<file path="config.mk">
export PLATFORM = sky130hd
export DESIGN_NAME = gps_srq_snap
export DESIGN_NICKNAME = d
export VERILOG_FILES = /design/src/rtl/gps_srq_snap.sv
export SDC_FILE = /design/constraint.sdc
export NUM_CORES = 1
export LEC_CHECK = 0
export CAP_MARGIN = 20
export CORE_MARGIN = 2
export CORE_UTILIZATION = 55
export DETAILED_ROUTE_END_ITERATION = 10
export DONT_BUFFER_PORTS = 1
export GPL_TIMING_DRIVEN = 1
export PLACE_DENSITY = 0.69
export RECOVER_POWER = 25
export REMOVE_ABC_BUFFERS = 1
export SYNTH_ARGS = -nofsm -noshare
export SYNTH_HDL_FRONTEND = slang
export SYNTH_SLANG_ARGS = --single-unit
</file>
<file path="constraint.sdc">
create_clock -name clk -period 4.4 [get_ports clk]
set_input_delay 0.88 -clock clk [delete_from_list [all_inputs] [get_ports clk]]
set_output_delay 0.88 -clock clk [all_outputs]
set_load 0.05 [all_outputs]
</file>
<file path="src/rtl/gps_srq_snap.sv">
// GPS service-request / snapshot serializer: captures SRQ, snapshot or missed-epoch state into a
// selected shift register and streams it out MSB-first, one bit per shift strobe; loads take effect next cycle.
module gps_srq_snap #(
  parameter int NCHAN     = 12,
  parameter int REPL_BITS = 16,
  parameter int TICK_BITS = 48,
  parameter int OVF_BITS  = 2
) (
  input  logic                       clk,
  input  logic                       rst,
  input  logic                       host_srq,
  input  logic [NCHAN-1:0]           chan_srq,
  input  logic                       mask_wr,
  input  logic [NCHAN-1:0]           mask_din,
  input  logic [NCHAN*REPL_BITS-1:0] replica,
  input  logic [TICK_BITS-1:0]       ticks,
  input  logic                       load_srq,
  input  logic                       load_snap,
  input  logic                       load_ovf,
  input  logic                       shift,
  output logic                       ser,
  output logic                       pending,
  output logic                       done
);

  localparam int SRQ_LEN  = NCHAN + 1;
  localparam int SNAP_LEN = TICK_BITS + NCHAN + NCHAN*REPL_BITS;
  localparam int OVF_LEN  = NCHAN * OVF_BITS;
  localparam int MAX_A    = (SRQ_LEN > SNAP_LEN) ? SRQ_LEN : SNAP_LEN;
  localparam int MAX_LEN  = (MAX_A > OVF_LEN) ? MAX_A : OVF_LEN;
  localparam int REM_W    = $clog2(MAX_LEN + 1);

  typedef enum logic [1:0] {SEL_SRQ, SEL_SNAP, SEL_OVF} sel_e;

  logic [NCHAN:0]          r_noted;
  logic [NCHAN-1:0]        r_mask;
  logic [OVF_BITS-1:0]     r_ovf [NCHAN];
  logic [SRQ_LEN-1:0]      r_srq_sr;
  logic [SNAP_LEN-1:0]     r_snap_sr;
  logic [OVF_LEN-1:0]      r_ovf_sr;
  logic [REM_W-1:0]        r_rem;
  sel_e                    r_sel;

  logic [NCHAN:0]          w_req;
  logic [SRQ_LEN-1:0]      w_srq_cap;
  logic [SNAP_LEN-1:0]     w_snap_cap;
  logic [OVF_LEN-1:0]      w_ovf_cat;
  logic [NCHAN-1:0]        w_inc;
  logic                    w_ovf_win;

  assign w_req      = {host_srq, chan_srq};
  assign w_srq_cap  = r_noted & {1'b1, r_mask};
  assign w_snap_cap = {ticks, chan_srq | r_noted[NCHAN-1:0], replica};
  // A repeated epoch only counts as missed if this cycle is not already clearing noted.
  assign w_inc      = chan_srq & r_noted[NCHAN-1:0] & {NCHAN{~load_srq}};
  assign w_ovf_win  = load_ovf & ~load_srq & ~load_snap;

  always_comb begin
    w_ovf_cat = '0;
    for (int i = 0; i < NCHAN; i++) begin
      w_ovf_cat[i*OVF_BITS +: OVF_BITS] = r_ovf[i];
    end
  end

  always_ff @(posedge clk) begin
    if (rst) begin
      r_noted <= '0;
      r_mask  <= '0;
    end else begin
      if (mask_wr) r_mask <= mask_din;
      if (load_srq) r_noted <= w_req;
      else          r_noted <= r_noted | w_req;
    end
  end

  always_ff @(posedge clk) begin
    for (int i = 0; i < NCHAN; i++) begin
      if (rst) begin
        r_ovf[i] <= '0;
      end else if (w_ovf_win) begin
        r_ovf[i] <= w_inc[i] ? OVF_BITS'(1) : '0;
      end else if (w_inc[i] && (r_ovf[i] != {OVF_BITS{1'b1}})) begin
        r_ovf[i] <= r_ovf[i] + OVF_BITS'(1);
      end
    end
  end

  // Stream engine: loads win over shift; only the selected register advances.
  always_ff @(posedge clk) begin
    if (rst) begin
      r_srq_sr  <= '0;
      r_snap_sr <= '0;
      r_ovf_sr  <= '0;
      r_rem     <= '0;
      r_sel     <= SEL_SRQ;
    end else if (load_srq) begin
      r_srq_sr <= w_srq_cap;
      r_rem    <= REM_W'(SRQ_LEN);
      r_sel    <= SEL_SRQ;
    end else if (load_snap) begin
      r_snap_sr <= w_snap_cap;
      r_rem     <= REM_W'(SNAP_LEN);
      r_sel     <= SEL_SNAP;
    end else if (load_ovf) begin
      r_ovf_sr <= w_ovf_cat;
      r_rem    <= REM_W'(OVF_LEN);
      r_sel    <= SEL_OVF;
    end else if (shift && (r_rem != '0)) begin
      r_rem <= r_rem - REM_W'(1);
      case (r_sel)
        SEL_SRQ:  r_srq_sr  <= r_srq_sr << 1;
        SEL_SNAP: r_snap_sr <= r_snap_sr << 1;
        SEL_OVF:  r_ovf_sr  <= r_ovf_sr << 1;
        default:  r_rem     <= '0;
      endcase
    end
  end

  always_comb begin
    ser = 1'b0;
    if (r_rem != '0) begin
      case (r_sel)
        SEL_SRQ:  ser = r_srq_sr[SRQ_LEN-1];
        SEL_SNAP: ser = r_snap_sr[SNAP_LEN-1];
        SEL_OVF:  ser = r_ovf_sr[OVF_LEN-1];
        default:  ser = 1'b0;
      endcase
    end
  end

  assign pending = |w_srq_cap;
  assign done    = (r_rem == '0);

endmodule

</file>
==> qor.csv, run 1 <==
stage,metric,value,unit
timing,holdWs,0.4228,ns
cells_and_area,final_nets,2106,
outcome,violations,"capacitance limit, slew limit",
clocking,clockBufferDepth,3,
global_route,grt_pass1_wl,61.32,mm
placement,hpwl,24.72,mm
global_route,overflow,0,
yosys,synthCells,1906,
yosys,netlist_area,17680,µm²
timing,hold_violations,0,
floorplan,die_x,183.3,µm
global_route,gr-usage-all-layers,22.14,%
clocking,cts_resized,0,
detailed_routing,dr.first_iter.drc_count,594,
timing,drv_slew,48,
worst_setup_path,path_class,reg2reg,
yosys,yosysTopAreaCell,dfxtp_1,
worst_hold_path,min_path_cells,1,
floorplan,die_y,183.3,µm
clocking,cts_tree,done,
cells_and_area,regArea,7207,µm²
cells_and_area,nFillCells,2717,
yosys,synthFlopType,dfxtp_1,
timing,slew_headroom,-26.47,%
worst_setup_path,worstPathArrival,3.69,ns
clocking,cts_root_buf,clkbuf_16,
clocking,clk-insertion-delay-late,0.53,ns
worst_setup_path,reg2reg_slack,1.04,ns
yosys,netlist_top_cells_area,"dfxtp_1, mux2_2, mux2i_1",
cells_and_area,multiInputGateArea,9642,µm²
detailed_routing,drt_first_pass_iters,5,
timing,period_share,76.45,%
worst_setup_path,critPathMaxFanout,24,
timing,timing.fmax,297.3,MHz
power_and_ir_drop,peakVddDrop,0.2596,mV
timing,setup_violations,0,
timing,skew,0.02530,ns
timing,worst_slack,1.036,ns
yosys,yosys_warnings,0,
clocking,h-tree-depth,2,
global_route,grt_max_degree,273,
detailed_routing,drc,0,
yosys,ys_types,47,
clocking,cts_sinks,348,
worst_setup_path,reg2reg_depth,6,
global_route,grt_pass1_vias,12232,
cells_and_area,syn2layout_area_growth,7.360,%
floorplan,die-area,33600,µm²
timing,tightest_slew,1.897,ns
timing,fin_crit,3.364,ns
yosys,synth_top_area_share,36.69,%
run,drv_cap,2,
detailed_routing,antenna_left,0,
worst_hold_path,hold_class,in2reg,
placement,post-place-ws,1.287,ns
placement,placed_area,17650,µm²
clocking,clk_pin_slew,0.06,ns
worst_setup_path,crit_required,4.73,ns
detailed_routing,num_vias,12565,
yosys,synth_edf_count,24,
placement,gpl.final_weighted_congestion,0.7781,
yosys,ys_top_cells_by_count,"nand2_1, dfxtp_1, mux2i_1, mux2_2, nor2_1",
yosys,synthArstFlopShare,0,%
floorplan,design.core.area,31640,µm²
cells_and_area,drive_above_1_share,19.14,%
outcome,outcome,"complete, but fails checks",
yosys,yosysMostFrequentCell,nand2_1,
worst_setup_path,startpoint_type,register,
detailed_routing,routed_wl,38.01,mm
yosys,yosysSeqAreaShare,40.76,%
floorplan,rows,65,
detailed_routing,wl_per_cell,16.77,µm
clocking,post_cts_buffers,0,
cells_and_area,final_cell_area,18980,µm²
floorplan,start_util,55.89,%
floorplan,io_pins,275,
clocking,ctsHoldBuffers,0,
yosys,synth_seq_cells,348,
timing,tns,0,ns
worst_setup_path,endpoint_kind,register,
detailed_routing,viasPerCell,5.543,
clocking,numCtsBuffers,38,
placement,portBuffers,0,
global_route,antenna_found_initial,30,
power_and_ir_drop,power_density,390.8,nW/µm²
power_and_ir_drop,leakage,8.398,nW
yosys,avgSynthCellArea,9.276,µm²
timing,rsz0062_at_grt,false,
==> per-layer routing <==
| metal | routed length, µm | up-vias | part of all wire [%] | track usage [%] |
|---|---|---|---|---|
| met3 | 3127 | 84 | 8.2 | 8.280 |
| met5 | 190 | - | 0.50 | 0 |
| met1 | 15910 | 5859 | 42 | 26.80 |
| li1 | - | 6325 | - | - |
| met4 | 790 | 28 | 2.1 | 6.688 |
| met2 | 18000 | 269 | 47 | 36.68 |
==> critical path, cell delays in order, from the launching register on <==
cell	delay (ns)
dfxtp_1	0.34
inv_1	0.10
ha_1	0.17
a41oi_1	0.52
a41oi_4	0.40
clkbuf_1	1.38
mux2i_1	0.23
==> flip-flops by register name (all words and copies together) (netlist names) <==
signal     flops
r_sel          2
r_mask        12
r_ovf         24
r_ovf_sr      24
r_rem          8
r_snap_sr    252
r_srq_sr      13
r_noted       13
==> metrics by stage <==
step / utilization [%] / instances / power (W)
2_1_floorplan: - / 1760 / 0.004353
3_3_place_gp: 55.80 / 2182 / 0.004141
3_5_place_dp: 55.80 / 2182 / 0.004167
4_1_cts: 59.96 / 2252 / 0.007503
5_1_grt: 59.97 / 2263 / 0.007733
6_report: 60.00 / 2267 / 0.007417
==> worst paths after layout <==
| path | startpoint | to |
|---|---|---|
| worst max-delay path | r_rem[0] | r_ovf_sr[14] |
| worst min-delay path | load_ovf | r_rem[1] |
| worst max register to register | r_rem[0] | r_ovf_sr[14] |
| worst min register to register | r_snap_sr[60] | r_snap_sr[60] |
==> layout by cell type (no fill, tap or decap), drive strengths merged, types with 2 or more instances in the layout <==
cell type	synthesis	routed
nand2	588	588
dfxtp	324	324
mux2i	296	296
mux2	267	267
nor2	84	84
clkbuf	77	57
a21oi	25	25
edfxtp	24	24
nor3	18	18
inv	15	17
buf	69	17
diode	0	15
nand3	15	15
ha	14	14
and3	12	12
o211ai	12	12
o31ai	10	10
clkinv	0	10
o21ai	9	9
nor2b	5	5
nor4	5	5
a22oi	4	4
a31oi	4	4
bufinv	0	4
or3	3	3
a41oi	3	3
and2	2	2
nand4	2	2
a32o	2	2
a31o	2	2
o2bb2ai	2	2
nor4b	2	2
==> where the power goes <==
| part | total, W | switching, W | internal [W] |
|---|---|---|---|
| Sequential | 0.00340 | 0.0000840 | 0.00332 |
| Clock | 0.00332 | 0.00131 | 0.00201 |
| Combinational | 0.000694 | 0.000338 | 0.000356 |
| Total | 0.00742 | 0.00173 | 0.00568 |
==> final cells by class <==
type	instances	share of cell area, %
Inverter	15	0.3362
Clock buffer	54	5.860
Tap cell	402	2.650
Timing Repair Buffer	20	1.127
Clock inverter	16	1.068
Multi-Input combinational cell	1397	50.79
Antenna cell	15	0.1977
Sequential cell	348	37.97
==> cell families after synthesis <==
group,synth area share (%)
compound gates,3.185
xor+xnor,0.04955
flops,40.76
buf+inv,4.741
simple gates,16.51
mux,33.76
fa+ha+maj,0.9907
No activity file was read; power rests on OpenSTA's default activity.
==> run 2, diff against run 1 <==
- clock period: 4.4 -> 3.5 ns (I/O delays scaled with it)
==> run 2 against run 1 <==
The run still ends with capacitance limit, slew limit left. Sequential cell count unchanged. Clock skew decreased by 0.0043 ns. Critical path depth decreased by 2. Sequential share of layout area barely moved. Register-to-register slack worse by 0.47 ns. Via count barely moved. Cell count increased by 0.40%. Die area unchanged. Routed wire length rose by 1.6%. Largest power group unchanged.
==> qor.csv, run 2 (synthesis gave the netlist of run 1 again) <==
stage,metric,value,unit,change
clocking,clk_pin_slew,0.06,ns,about the same
placement,gpl.final_weighted_congestion,0.7851,,+0.90%
detailed_routing,wl_met1,16.14,mm,+1.5%
clocking,ctsHoldBuffers,0,,unchanged
floorplan,design.core.area,31640,µm²,unchanged
clocking,cts_sinks,348,,unchanged
detailed_routing,antenna_left,0,,unchanged
clocking,cts_resized,0,,unchanged
clocking,cts_root_buf,clkbuf_16,,
worst_setup_path,endpoint_kind,register,,
timing,setup_violations,0,,unchanged
clocking,numCtsBuffers,38,,unchanged
placement,portBuffers,0,,unchanged
global_route,grt_max_degree,273,,unchanged
detailed_routing,drt_first_pass_iters,7,,+2
run,drv_cap,1,,-1
clocking,cts_tree,done,,
detailed_routing,viasPerCell,5.525,,-0.31%
worst_setup_path,path_class,in2reg,,
timing,period_share,85.96,%,
detailed_routing,top_layer,met5,,
global_route,antenna_found_initial,27,,-10%
power_and_ir_drop,power_density,474.9,nW/µm²,+22%
placement,hpwl,25.27,mm,+2.2%
power_and_ir_drop,leakage,8.402,nW,about the same
global_route,gr-usage-all-layers,21.93,%,-0.21 points
floorplan,die_x,183.3,µm,unchanged
timing,tns,0,ns,unchanged
outcome,outcome,"complete, but fails checks",,
floorplan,die_y,183.3,µm,unchanged
detailed_routing,dr.first_iter.drc_count,648,,+9.1%
timing,tightest_slew,1.644,ns,-0.2527 ns
detailed_routing,drc,0,,unchanged
detailed_routing,routed_wl,38.62,mm,+1.6%
cells_and_area,regMostFlops,r_snap_sr,,
timing,rsz0062_at_grt,false,,
worst_setup_path,crit_required,3.67,ns,-1.06 ns
detailed_routing,num_vias,12576,,+0.088%
clocking,clk-insertion-delay-late,0.52,ns,about the same
floorplan,io_pins,275,,unchanged
timing,timing.fmax,332.4,MHz,
detailed_routing,wl_met2,18.46,mm,+2.6%
worst_setup_path,path_cells,nor3_1 -> clkbuf_1 -> nor2_1 -> o31ai_1,,
cells_and_area,largest_reg_flops,252,,unchanged
placement,dp_cells,2189,,+0.32%
placement,post-place-ws,0.8188,ns,-0.4678 ns
timing,worst_slack,0.4913,ns,-0.5449 ns
cells_and_area,nFillCells,2756,,+1.4%
timing,hold_violations,0,,unchanged
detailed_routing,wl_per_cell,16.97,µm,+1.2%
worst_setup_path,critPathMaxFanout,272,,+1000%
floorplan,die-area,33600,µm²,unchanged
floorplan,rows,65,,unchanged
worst_setup_path,max_stage_delay,0.77,ns,-0.61 ns
global_route,grt_pass1_vias,12033,,-1.6%
cells_and_area,stdcell_count,2276,,+0.40%
timing,fin_crit,3.009,ns,
worst_setup_path,startpoint_type,input port,,
timing,slew_headroom,-9.626,%,+17 points
clocking,h-tree-depth,2,,unchanged
worst_setup_path,crit_slowest_cell,clkbuf_1,,
cells_and_area,drive_above_1_share,18.98,%,-0.16 points
floorplan,start_util,55.89,%,unchanged
cells_and_area,final_nets,2113,,+0.33%
timing,skew,0.02100,ns,-0.004292 ns
outcome,violations,"capacitance limit, slew limit",,
power_and_ir_drop,peakVddDrop,0.3567,mV,+37%
worst_setup_path,worstPathArrival,3.18,ns,-0.51 ns
timing,drv_slew,23,,-52%
cells_and_area,final_common_cell,nand2_1,,
cells_and_area,largest_registers,"r_snap_sr (252), r_ovf (24), r_ovf_sr (24)",,
cells_and_area,syn2layout_area_growth,7.452,%,about the same
detailed_routing,wl_met3,2.997,mm,-4.2%
global_route,overflow,0,,unchanged
worst_hold_path,hold_class,in2reg,,
clocking,post_cts_buffers,0,,unchanged
clocking,clockBufferDepth,3,,unchanged
cells_and_area,layout_common_cells,"nand2_1, dfxtp_1, mux2i_1",,
global_route,grt_pass1_wl,60.49,mm,-1.4%
==> run 2: cell types whose count changed in the layout (fill, tap and decap cells not counted), sizes merged <==
cell and delta:
diode +4, clkinv -3, inv -1, clkbuf +6
bufinv -4, buf +7
==> run 2: path summary, 6_finish.rpt <==
path            startpoint       endpoint  cells after the start  slack [ns]
max              load_snap    r_ovf[1][7]                      4        0.49
min                    rst       r_rem[3]                      1        0.25
max reg2reg       r_rem[0]    r_ovf_sr[5]                      6        0.57
min reg2reg  r_snap_sr[24]  r_snap_sr[24]                      2        0.45
==> run 2: per-stage QoR <==
step / instance area [µm²] / utilization [%] / hold WS, ns / total power, W
finish: 19000 / 60.05 / 0.2517 / 0.009021
detailed placement: 17790 / 56.23 / 0.4493 / 0.005260
global route: 18980 / 59.99 / 0.2265 / 0.009377
global placement: 17760 / 56.14 / 0.4411 / 0.005226
CTS: 18990 / 60.01 / 0.2242 / 0.009121
floorplan: 16900 / - / 0.4355 / 0.005473
==> run 2: worst max-delay path: cells and delay by family <==
family,cells,cell delay (ns)
and+or+nand+nor,2,1.00
buffers and inverters,1,0.77
AOI/OAI and AO/OA,1,0.26
==> run 2: power by group <==
part	switching, W	total (W)	internal, W
clock network	0.00158	0.00385	0.00226
registers	0.000106	0.00428	0.00417
logic	0.000432	0.000894	0.000462
==> run 2: final cells by class <==
class                   instances  area [µm²]  area share, %
clock inverters                 8       41.29         0.2173
flip-flops and latches        348        7207          37.93
well taps                     402       503.0          2.648
clock buffers                  60        1156          6.085
diodes                         19       47.55         0.2503
multi-input cells            1397        9630          50.69
repair buffers                 27       349.1          1.837
inverters                      15       63.81         0.3359
==> run 2: per-layer routing <==
metal | track usage (%) | vias to the layer above
met1 | 25.77 | 5894
li1 | - | 6321
met4 | 6.432 | 22
met3 | 8.598 | 85
met5 | 0 | -
met2 | 37.06 | 254
